**src/rtl/sram_port_arbiter_pkg.sv**
```systemverilog
// Shared definitions for the SRAM port arbiter: default bus widths and the
// response-owner encoding.
package sram_port_arbiter_pkg;

    localparam int unsigned AddrWDef   = 64;
    localparam int unsigned DataWDef   = 64;
    localparam int unsigned StrbWDef   = 8;
    localparam int unsigned MaxWaitDef = 4;

    // Owner of the read response returning in the next cycle
    typedef enum logic [1:0] {
        OwnNone = 2'b00,
        OwnInst = 2'b01,
        OwnData = 2'b10
    } own_e;

    // Next response owner given this cycle's grants; data writes return nothing
    function automatic own_e next_owner(logic inst_gnt, logic data_gnt, logic data_wr);
        if (inst_gnt) begin
            return OwnInst;
        end else if (data_gnt && !data_wr) begin
            return OwnData;
        end
        return OwnNone;
    endfunction

endpackage

```
**src/rtl/sram_port_arbiter_if.sv**
```systemverilog
// Core-side bus of the SRAM port arbiter: inst-fetch and data request ports
// plus the shared stall request. master = core pipeline, slave = arbiter.
interface sram_port_arbiter_if #(
    parameter int unsigned AddrW = 64,
    parameter int unsigned DataW = 64,
    parameter int unsigned StrbW = 8
) ();
    logic             inst_en;
    logic [AddrW-1:0] inst_addr;
    logic             inst_gnt;
    logic             inst_rvalid;
    logic [DataW-1:0] inst_rdata;

    logic             data_en;
    logic [StrbW-1:0] data_we;
    logic [AddrW-1:0] data_addr;
    logic [DataW-1:0] data_wdata;
    logic             data_gnt;
    logic             data_rvalid;
    logic [DataW-1:0] data_rdata;

    logic             stallreq;

    modport master (
        output inst_en, inst_addr,
        output data_en, data_we, data_addr, data_wdata,
        input  inst_gnt, inst_rvalid, inst_rdata,
        input  data_gnt, data_rvalid, data_rdata,
        input  stallreq
    );

    modport slave (
        input  inst_en, inst_addr,
        input  data_en, data_we, data_addr, data_wdata,
        output inst_gnt, inst_rvalid, inst_rdata,
        output data_gnt, data_rvalid, data_rdata,
        output stallreq
    );
endinterface

```
**src/rtl/sram_port_arbiter_arb2_pick.sv**
```systemverilog
// Two-input winner select. Bit 0 = inst, bit 1 = data. On conflict data wins
// unless force_i (starvation guard) or last_i (data owned last, round-robin).
module sram_port_arbiter_arb2_pick (
    input  logic [1:0] req_i,
    input  logic       force_i,
    input  logic       last_i,
    output logic [1:0] gnt_o
);

    // Single requester always wins; conflict resolved by force/last
    always_comb begin
        gnt_o = 2'b00;
        case (req_i)
            2'b01:   gnt_o = 2'b01;
            2'b10:   gnt_o = 2'b10;
            2'b11:   gnt_o = (force_i || last_i) ? 2'b01 : 2'b10;
            default: gnt_o = 2'b00;
        endcase
    end

endmodule

```
**src/rtl/sram_port_arbiter.sv**
```systemverilog
// Shares one single-ported synchronous SRAM between inst-fetch and data ports.
// Grants are combinational; read data returns one cycle later to its owner.
// Build option: define SRAM_ARB_RR_EN for round-robin conflict resolution;
// otherwise data has fixed priority with a MaxWait inst starvation guard.
module sram_port_arbiter
    import sram_port_arbiter_pkg::*;
#(
    parameter int unsigned AddrW   = AddrWDef,
    parameter int unsigned DataW   = DataWDef,
    parameter int unsigned StrbW   = StrbWDef,
    parameter int unsigned MaxWait = MaxWaitDef
) (
    input  logic             clock,
    input  logic             reset,
    sram_port_arbiter_if.slave core_io,
    output logic             mem_en_o,
    output logic [StrbW-1:0] mem_we_o,
    output logic [AddrW-1:0] mem_addr_o,
    output logic [DataW-1:0] mem_wdata_o,
    input  logic [DataW-1:0] mem_rdata_i
);

    own_e       resp_owner_q, resp_owner_d;
    own_e       last_own_q, last_own_d;
    logic [1:0] req;
    logic [1:0] pick;
    logic       force_inst;
    logic       inst_gnt;
    logic       data_gnt;

`ifdef SRAM_ARB_RR_EN
    assign force_inst = 1'b0;
`else
    localparam int unsigned WaitW = $clog2(MaxWait + 1);

    logic [WaitW-1:0] wait_cnt_q, wait_cnt_d;

    assign force_inst = (wait_cnt_q == WaitW'(MaxWait));

    // Count consecutive inst losses, saturating; cleared when inst is served
    always_comb begin
        wait_cnt_d = wait_cnt_q;
        if (inst_gnt) begin
            wait_cnt_d = '0;
        end else if (core_io.inst_en && (wait_cnt_q != WaitW'(MaxWait))) begin
            wait_cnt_d = wait_cnt_q + WaitW'(1);
        end
    end

    // Starvation counter register
    always_ff @(posedge clock) begin
        if (reset) begin
            wait_cnt_q <= '0;
        end else begin
            wait_cnt_q <= wait_cnt_d;
        end
    end
`endif

    assign req = {core_io.data_en, core_io.inst_en};

    sram_port_arbiter_arb2_pick u_pick (
        .req_i   (req),
        .force_i (force_inst),
        .last_i  (last_own_q == OwnData),
        .gnt_o   (pick)
    );

    // Requests seen while reset is high are never granted
    assign inst_gnt = pick[0] & ~reset;
    assign data_gnt = pick[1] & ~reset;

    // State register: response owner and last grant owner
    always_ff @(posedge clock) begin
        if (reset) begin
            resp_owner_q <= OwnNone;
            last_own_q   <= OwnInst;
        end else begin
            resp_owner_q <= resp_owner_d;
            last_own_q   <= last_own_d;
        end
    end

    // Next state: response goes to whoever issued a read this cycle
    always_comb begin
        resp_owner_d = next_owner(inst_gnt, data_gnt, core_io.data_we != '0);
        last_own_d   = last_own_q;
`ifdef SRAM_ARB_RR_EN
        if (inst_gnt) begin
            last_own_d = OwnInst;
        end else if (data_gnt) begin
            last_own_d = OwnData;
        end
`endif
    end

    // Outputs: grants, SRAM mux (zero when idle), response valids, stall
    always_comb begin
        core_io.inst_gnt    = inst_gnt;
        core_io.data_gnt    = data_gnt;
        core_io.inst_rvalid = (resp_owner_q == OwnInst) & ~reset;
        core_io.data_rvalid = (resp_owner_q == OwnData) & ~reset;
        core_io.inst_rdata  = mem_rdata_i;
        core_io.data_rdata  = mem_rdata_i;
        core_io.stallreq    = ~reset & ((core_io.inst_en & ~inst_gnt) |
                                        (core_io.data_en & ~data_gnt));

        mem_en_o    = inst_gnt | data_gnt;
        mem_we_o    = '0;
        mem_addr_o  = '0;
        mem_wdata_o = '0;
        if (inst_gnt) begin
            mem_addr_o = core_io.inst_addr;
        end else if (data_gnt) begin
            mem_we_o    = core_io.data_we;
            mem_addr_o  = core_io.data_addr;
            mem_wdata_o = core_io.data_wdata;
        end
    end

endmodule

```
**src/flat_wrapper.sv**
```systemverilog
// flat-port wrapper written by rule: the top's interface ports become plain ports
module sram_port_arbiter_flat import sram_port_arbiter_pkg::*;
#(
    parameter int unsigned AddrW   = AddrWDef,
    parameter int unsigned DataW   = DataWDef,
    parameter int unsigned StrbW   = StrbWDef,
    parameter int unsigned MaxWait = MaxWaitDef
)
  (clock, reset, mem_en_o, mem_we_o, mem_addr_o, mem_wdata_o, mem_rdata_i, core_io_inst_en, core_io_inst_addr, core_io_data_en, core_io_data_we, core_io_data_addr, core_io_data_wdata, core_io_inst_gnt, core_io_inst_rvalid, core_io_inst_rdata, core_io_data_gnt, core_io_data_rvalid, core_io_data_rdata, core_io_stallreq);
  sram_port_arbiter_if #(.AddrW(AddrW), .DataW(DataW), .StrbW(StrbW)) core_io_i ();
  input  logic clock;
  input  logic reset;
  output logic mem_en_o;
  output logic [StrbW-1:0] mem_we_o;
  output logic [AddrW-1:0] mem_addr_o;
  output logic [DataW-1:0] mem_wdata_o;
  input  logic [DataW-1:0] mem_rdata_i;
  input wire logic [$bits(core_io_i.inst_en)-1:0] core_io_inst_en;
  input wire logic [$bits(core_io_i.inst_addr)-1:0] core_io_inst_addr;
  input wire logic [$bits(core_io_i.data_en)-1:0] core_io_data_en;
  input wire logic [$bits(core_io_i.data_we)-1:0] core_io_data_we;
  input wire logic [$bits(core_io_i.data_addr)-1:0] core_io_data_addr;
  input wire logic [$bits(core_io_i.data_wdata)-1:0] core_io_data_wdata;
  output wire logic [$bits(core_io_i.inst_gnt)-1:0] core_io_inst_gnt;
  output wire logic [$bits(core_io_i.inst_rvalid)-1:0] core_io_inst_rvalid;
  output wire logic [$bits(core_io_i.inst_rdata)-1:0] core_io_inst_rdata;
  output wire logic [$bits(core_io_i.data_gnt)-1:0] core_io_data_gnt;
  output wire logic [$bits(core_io_i.data_rvalid)-1:0] core_io_data_rvalid;
  output wire logic [$bits(core_io_i.data_rdata)-1:0] core_io_data_rdata;
  output wire logic [$bits(core_io_i.stallreq)-1:0] core_io_stallreq;
  assign core_io_i.inst_en = core_io_inst_en;
  assign core_io_i.inst_addr = core_io_inst_addr;
  assign core_io_i.data_en = core_io_data_en;
  assign core_io_i.data_we = core_io_data_we;
  assign core_io_i.data_addr = core_io_data_addr;
  assign core_io_i.data_wdata = core_io_data_wdata;
  assign core_io_inst_gnt = core_io_i.inst_gnt;
  assign core_io_inst_rvalid = core_io_i.inst_rvalid;
  assign core_io_inst_rdata = core_io_i.inst_rdata;
  assign core_io_data_gnt = core_io_i.data_gnt;
  assign core_io_data_rvalid = core_io_i.data_rvalid;
  assign core_io_data_rdata = core_io_i.data_rdata;
  assign core_io_stallreq = core_io_i.stallreq;
  sram_port_arbiter #(.AddrW(AddrW), .DataW(DataW), .StrbW(StrbW), .MaxWait(MaxWait)) u_core (.clock(clock), .reset(reset), .core_io(core_io_i), .mem_en_o(mem_en_o), .mem_we_o(mem_we_o), .mem_addr_o(mem_addr_o), .mem_wdata_o(mem_wdata_o), .mem_rdata_i(mem_rdata_i));
endmodule
```
**config.mk**
```make
export PLATFORM = sky130hd
export DESIGN_NAME = sram_port_arbiter_flat
export DESIGN_NICKNAME = d
export VERILOG_FILES = /design/src/rtl/sram_port_arbiter_pkg.sv /design/src/rtl/sram_port_arbiter_if.sv /design/src/rtl/sram_port_arbiter_arb2_pick.sv /design/src/rtl/sram_port_arbiter.sv /design/src/flat_wrapper.sv
export SDC_FILE = /design/constraint.sdc
export NUM_CORES = 1
export LEC_CHECK = 0
export ABC_AREA = 1
export BUFFER_PORTS_ARGS = -buffer_cell sky130_fd_sc_hd__buf_2
export CORE_AREA = 2 2 211 213
export CTS_CLUSTER_SIZE = 24
export DETAILED_ROUTE_END_ITERATION = 7
export DIE_AREA = 0 0 213 215
export PLACE_DENSITY = 0.3
export SLEW_MARGIN = 25
export SYNTH_ARGS = -nofsm -noshare
export SYNTH_HDL_FRONTEND = slang
export SYNTH_HIERARCHICAL = 1
export SYNTH_SLANG_ARGS = --single-unit
```
**constraint.sdc**
```tcl
create_clock -name clock -period 2.1 [get_ports clock]
set_clock_uncertainty 0.05 [all_clocks]
set_input_delay 0.63 -clock clock [delete_from_list [all_inputs] [get_ports clock]]
set_output_delay 0.63 -clock clock [all_outputs]
set_load 0.05 [all_outputs]
```
==> flow_metrics.py, run 1 <==
metrics = {
    "logic_synthesis": {
        "synth_warnings": 6,
        "synth_top_family_by_area": "simple AND/OR/NAND/NOR gates",
        "syn-num-nets": 829,
        "synthMuxAreaShare_pct": 0,
        "seq_area_frac_synth_pct": 3.54,
        "netlist_area_mm2": 0.00283,
        "synthSimpleGateAreaFrac_pct": 49.5,
        "synth_top_area_share_pct": 36.3,
        "yosys.area.top_type": "nand2_1",
        "syn_inst": 559,
        "syn_avg_cell_area_um2": 5.06,
        "synth_xor_area_share_pct": 0,
        "synth_cell_types": 20,
        "synth_area_leaders": "nand2_1 36%, buf_4 36%, nor2_1 11%, buf_6 4.4%, dfxtp_1 3.5%",
        "synth_compound_area_share_pct": 0.531,
        "ys_ff_latch": 5,
        "synth-adder-area-share_pct": 0.885,
    },
    "clocking": {
        "htree_levels": 1,
        "cts_made_buffers": 3,
        "cts_sinks": 5,
        "clockBufferDepth": 2,
        "clk_pin_slew_worst_paths_ns": 0.03,
        "cts_hold_buf": 0,
        "clockRootBuffer": "clkbuf_16",
        "worstSkewPairLatency_ns": 0.22,
        "cts_tree": "built",
    },
    "drt": {
        "ant_nets": 0,
        "vias": 4143,
        "route.met3.wl_um": 1970,
        "wl_met2_um": 9230,
        "firstDrtPassIters": 4,
        "route.detailed.drc": 0,
        "dr.max_layer_used": "met4",
        "wl_per_cell_um": 12.0,
        "via_per_inst": 2.92,
        "drt-initial-drc-count": 71,
        "wirelength_um": 17000,
        "wl_met1_um": 5560,
    },
    "cells_and_area": {
        "finalInstanceArea_mm2": 0.00778,
        "area_growth_pct": 175,
        "final_layout_size_suffix_gt1_share_pct": 79.2,
        "layout_common_cells": "204 x buf_2, 132 x nand2_1, 88 x buf_6",
        "fin_util_pct": 17.8,
        "layout_commonest_cell": "buf_2",
        "nNetsFinal": 1097,
    },
    "sta": {
        "finalMaxSlewViolations": 0,
        "setup_violations": 140,
        "fmax_mhz": 372,
        "hold_violations": 0,
        "rsz0062_at_grt": "yes",
        "finalWorstSetupSlack_ns": -0.588,
        "period_share_pct": 128,
        "min_period_ns": 2.69,
    },
    "worst_setup_path": {
        "r2r_end": "u_core/resp_owner_q[1]",
        "critPathLaunchType": "register",
        "critPathLaunch": "u_core/wait_cnt_q[1]",
        "crit_family": "buffers and inverters",
        "worstPathArrival_ns": 2.01,
        "reg2reg_depth": 13,
        "crit_path_end_kind": "primary output",
        "worst-path-stages": 16,
        "critPathMaxFanout": 8,
        "critPathKind": "reg -> out",
        "crit_path_end": "mem_wdata_o[13]",
        "critPathMaxStageDelay_ns": 0.32,
        "r2r_start": "u_core/wait_cnt_q[1]",
        "crit_chain": "inv_2, ha_4, nand2_4, inv_4, inv_4, nand2_2, nand2_2, nand2_4, inv_4, nor2_4, buf_12, buf_8, buf_12, buf_12, nor2_4, buf_8",
        "path_buf_inv": 9,
        "slowest_stage": "dfxtp_2",
        "rrSetupSlack_ns": 0.49,
        "worstPathRequired_ns": 1.42,
    },
    "outcome": {
        "violations": "negative setup slack",
        "status": "finished, violations left",
    },
    "pwr": {
        "p_per_area_mw_per_mm2": 307,
        "finalPower_w": 0.00239,
        "peakVddDrop_mv": 0.149,
        "p_sw_w": 0.00120,
        "combinationalPowerShare_pct": 82.8,
        "switching_share_pct": 50.0,
        "p_leak_nw": 3.57,
        "seqPwrFrac_pct": 4.3,
        "clock_power_share_pct": 12.9,
        "p_int_w": 0.00120,
    },
    "die": {
        "pin_count": 538,
        "die_x_um": 213,
        "core_area_mm2": 0.0436,
        "dieHeight_um": 215,
        "die_area_mm2": 0.0458,
        "fp-row-count": 77,
        "initial_utilization_pct": 6.48,
    },
    "global_routing": {
        "grt_max_degree": 17,
        "grt_pass1_wl_um": 23800,
        "track_usage_pct": 6.75,
        "grt-ovfl-total": 0,
        "first_global_vias": 4320,
        "antenna_found_initial": 1,
    },
    "run": {
        "cap_violations": 0,
    },
    "placed_design": {
        "routabilityCongestion": 0.769,
        "dp_hpwl_um": 14400,
        "dp_slack_ns": -0.689,
        "io_buffer_count": 345,
        "dpl-instance-area_mm2": 0.00613,
    },
    "min_path": {
        "hold_class": "reg -> reg",
    },
}
registers in the layout, summed over array words and instances (netlist names):
name                 count
u_core/wait_cnt_q        3
u_core/resp_owner_q      2
per-layer routing:
metal / up-vias / track usage, %
li1: 2048 / -
met1: 1785 / 6.55
met2: 287 / 13.6
met3: 23 / 2.03
met4: 0 / 1.59
met5: - / 0
logic make-up after synthesis:
logic type                 count (synthesis)
AOI/OAI and AO/OA                          3
adders and majority gates                  2
buffers and inverters                    182
DFF                                        5
other                                      1
and+or+nand+nor                          366
worst min-delay path by stage:
stage / cells after the start / endpoint / from / slack, ns
floorplan: 2 / u_core/wait_cnt_q[1] / u_core/wait_cnt_q[1] / 0.41
global placement: 4 / u_core/wait_cnt_q[2] / u_core/wait_cnt_q[2] / 0.51
detailed placement: 4 / u_core/wait_cnt_q[2] / u_core/wait_cnt_q[2] / 0.51
CTS: 4 / u_core/wait_cnt_q[2] / u_core/wait_cnt_q[2] / 0.52
global route: 3 / u_core/wait_cnt_q[1] / u_core/wait_cnt_q[1] / 0.57
finish: 4 / u_core/wait_cnt_q[2] / u_core/wait_cnt_q[2] / 0.51
Yosys cell counts (all sizes together):
master / number
nand2: 274
conb: 1
buf: 156
nand4: 2
clkbuf: 1
nand3: 3
inv: 25
dfxtp: 5
a21oi: 1
nor3: 1
ha: 2
nor2: 85
nand3b: 1
o21ai: 2
layout make-up:
class,instances,area [µm²]
Antenna cell,1,2.50
Clock buffer,4,78.8
Fill cell,4946,35900
Inverter,25,121
Multi-Input combinational cell,372,2860
Sequential cell,5,103
Tap cell,592,741
Timing Repair Buffer,420,3880
power by group through the flow:
stage | logic [W] | registers [W] | clock network, W
after floorplan | 0.00174 | 0.000105 | 0
after global placement | 0.00162 | 0.000104 | 0
after detailed placement | 0.00161 | 0.000104 | 0
after CTS | 0.00192 | 0.000103 | 0.000318
after global routing | 0.00209 | 0.000103 | 0.000323
final | 0.00198 | 0.000103 | 0.000309
per-stage QoR:
stage / instances / TNS, ns / hold slack, ns
2_1_floorplan: 559 / -19.70 / 0.410
3_3_place_gp: 1397 / -84.01 / 0.507
3_5_place_dp: 1397 / -81.88 / 0.513
4_1_cts: 1415 / -74.01 / 0.517
5_1_grt: 1418 / -84.41 / 0.573
6_report: 1419 / -66.53 / 0.511
worst register-to-register path, delay by kind of cell, from the launching register on:
kind                       cells  cell delay, ns
and+or+nand+nor                7            0.57
adders and majority gates      1            0.16
DFF                            1            0.32
buffers and inverters          5            0.44
timing repair:
action | CTS | global route
resized for setup | 306 | 111
setup endpoints to repair | 141 | 140
pin swaps | 15 | 21
buffers inserted | 11 | 4
cloned | 4 | 2
(Power assumes the default switching activity.)
==> inputs of run 2 (changes only) <==
--- a/config.mk
+++ b/config.mk
@@ -5,13 +5,13 @@
 export SDC_FILE = /design/constraint.sdc
 export NUM_CORES = 1
 export LEC_CHECK = 0
-export ABC_AREA = 1
 export BUFFER_PORTS_ARGS = -buffer_cell sky130_fd_sc_hd__buf_2
-export CORE_AREA = 2 2 211 213
+export CORE_AREA = 2 2 207 209
 export CTS_CLUSTER_SIZE = 24
 export DETAILED_ROUTE_END_ITERATION = 7
-export DIE_AREA = 0 0 213 215
+export DIE_AREA = 0 0 209 211
 export PLACE_DENSITY = 0.3
+export SKIP_CTS_REPAIR_TIMING = 1
 export SLEW_MARGIN = 25
 export SYNTH_ARGS = -nofsm -noshare
 export SYNTH_HDL_FRONTEND = slang
==> flow_metrics.py, run 2 <==
metrics = {
    "worst_setup_path": {
        "critPathMaxFanout": 11,
        "worstPathRequired_ns": 1.42,
        "critPathLaunchType": "register",
        "worstPathArrival_ns": 2.10,
        "critPathMaxStageDelay_ns": 0.31,
        "critPathKind": "reg -> out",
        "crit_path_end_kind": "primary output",
        "crit_chain": "inv_2, ha_4, and2_4, nor2_4, a21boi_4, nor2_4, and2_4, clkbuf_16, a22o_4, buf_12",
        "slowest_stage": "dfxtp_2",
    },
    "pwr": {
        "clock_power_share_pct": 14.8,
        "p_sw_w": 0.000941,
        "seqPwrFrac_pct": 4.8,
        "p_int_w": 0.00118,
        "p_leak_nw": 3.34,
        "combinationalPowerShare_pct": 80.4,
        "p_per_area_mw_per_mm2": 299,
        "peakVddDrop_mv": 0.282,
        "switching_share_pct": 44.5,
    },
    "logic_synthesis": {
        "synth_cell_types": 30,
        "synth_warnings": 6,
        "netlist_area_mm2": 0.00247,
        "syn_avg_cell_area_um2": 7.42,
        "synth.most_common_cell": "buf_4",
        "synth-main-ff-cell": "dfxtp_1",
        "synth_top_area_share_pct": 39.5,
        "synth_edf_count": 0,
        "yosys.area.top_type": "buf_4",
        "syn_inst": 333,
        "synthArstFlopShare_pct": 0,
        "ys_ff_latch": 5,
        "synthTopCellsByCount": "130 x buf_4, 73 x and3_1, 64 x a22o_1, 11 x clkbuf_1, 7 x buf_2",
        "synth_area_leaders": "buf_4 40%, a22o_1 23%, and3_1 18%, dfxtp_1 4.1%, buf_6 2.7%",
        "seq_area_frac_synth_pct": 4.05,
    },
    "drt": {
        "wl_per_cell_um": 17.1,
        "via_per_inst": 3.16,
        "wirelength_um": 19200,
        "ant_nets": 0,
        "drt-initial-drc-count": 92,
        "firstDrtPassIters": 4,
        "route.detailed.drc": 0,
        "vias": 3556,
    },
    "outcome": {
        "violations": "negative setup slack",
        "status": "finished, violations left",
    },
    "die": {
        "fp-row-count": 75,
        "dieHeight_um": 211,
        "die_x_um": 209,
        "initial_utilization_pct": 5.91,
        "die_area_mm2": 0.0441,
        "core_area_mm2": 0.0418,
        "pin_count": 538,
    },
    "global_routing": {
        "track_usage_pct": 6.64,
        "grt_max_degree": 75,
        "grt_pass1_wl_um": 21600,
        "grt-ovfl-total": 0,
        "first_global_vias": 3379,
        "antenna_found_initial": 1,
    },
    "run": {
        "cap_violations": 0,
    },
    "sta": {
        "hold_violations": 0,
        "finalMaxSlewViolations": 0,
        "finalWorstSetupSlack_ns": -0.678,
        "period_share_pct": 132,
        "min_period_ns": 2.78,
        "rsz0062_at_grt": "yes",
        "setup_violations": 140,
        "fin_setup_tns_ns": -82.46,
        "fmax_mhz": 360,
    },
    "placed_design": {
        "routabilityCongestion": 0.663,
        "io_buffer_count": 345,
        "dp_slack_ns": -0.592,
        "dp_hpwl_um": 14400,
    },
    "cells_and_area": {
        "n_antenna_cell": 0,
        "reg.largest.list": "u_core/wait_cnt_q: 3 flops, u_core/resp_owner_q: 2 flops",
        "n_fill_cell": 4610,
        "layout_commonest_cell": "buf_2",
        "largest_reg_flops": 3,
        "fin_util_pct": 17.0,
        "area_growth_pct": 187,
        "layout_common_cells": "205 x buf_2, 67 x and3_4, 63 x buf_8, 63 x a22o_4, 54 x buf_6",
        "regMostFlops": "u_core/wait_cnt_q",
        "final_layout_size_suffix_gt1_share_pct": 96.2,
        "nNetsFinal": 857,
    },
    "clocking": {
        "cts_tree": "built",
        "clockBufferDepth": 2,
        "cts_sinks": 5,
        "clockRootBuffer": "clkbuf_16",
        "clk_pin_slew_worst_paths_ns": 0.03,
        "worstSkewPairLatency_ns": 0.23,
        "htree_levels": 1,
        "cts_made_buffers": 3,
    },
    "min_path": {
        "hold_class": "reg -> reg",
    },
}
## run 2: changes by cell type after synthesis, sizes merged, moves of 3 or more
| cell | change |
|---|---|
| a22o | +64 |
| and2 | +3 |
| inv | -23 |
| buf | -13 |
| clkbuf | +15 |
| nand2 | -272 |
| and3 | +73 |
| nor2 | -83 |
| nor2b | +3 |
## run 2: power groups by stage
stage          Clock, W  Combinational [W]  Sequential (W)
6_report       0.000313            0.00170        0.000101
5_1_grt        0.000334            0.00178        0.000101
4_1_cts        0.000322            0.00137        0.000101
3_5_place_dp          0            0.00136        0.000103
3_3_place_gp          0            0.00137        0.000103
2_1_floorplan         0            0.00145        0.000103
## run 2: final cells by class
type	count	area [µm²]	area share [%]
tap	539	674	9.52
inverter	2	7.51	0.106
timing repair buffer	407	4020	56.8
clock buffer	4	78.8	1.11
sequential	5	103	1.45
multi-input combinational	168	2200	31.0
## run 2: final timing paths
kind                   startpoint  cells after the start                      to  slack, ns
min reg2reg  u_core/wait_cnt_q[2]                      2    u_core/wait_cnt_q[2]       0.51
max          u_core/wait_cnt_q[1]                     10          mem_addr_o[40]      -0.68
min          u_core/wait_cnt_q[2]                      2    u_core/wait_cnt_q[2]       0.51
max reg2reg  u_core/wait_cnt_q[1]                     11  u_core/resp_owner_q[1]       0.11
## run 2: kinds of logic after synthesis
kind of cell	count (synthesis)	share of synthesized area (%)
adder cells (fa/ha/maj)	2	1.01
AND/OR/NAND/NOR	92	23.2
XOR/XNOR	1	0.355
flip-flops	5	4.05
other	1	0.152
buffers and inverters	161	46.7
AO/OA/AOI/OAI	71	24.6
## run 2: stage by stage
stage	cells	hold slack (ns)	power, W	cell area [µm²]
after global placement	1096	0.501	0.00147	5360
after global routing	1125	0.560	0.00222	7090
final	1125	0.513	0.00212	7090
after floorplan	334	0.394	0.00155	3340
after CTS	1100	0.510	0.00179	5440
after detailed placement	1096	0.492	0.00147	5360
## run 2: critical path, delay by kind of cell, from the launching register on
kind,cells,cell delay (ns)
compound gates,2,0.47
fa+ha+maj,1,0.14
buf+inv,3,0.42
flops,1,0.31
simple gates,4,0.51
## run 2: routing by layer
metal	GRT usage (%)	part of all wire, %
met2	12.4	51
met1	6.78	35
met3	2.17	9.4
met4	2.81	4.0
met5	0	0
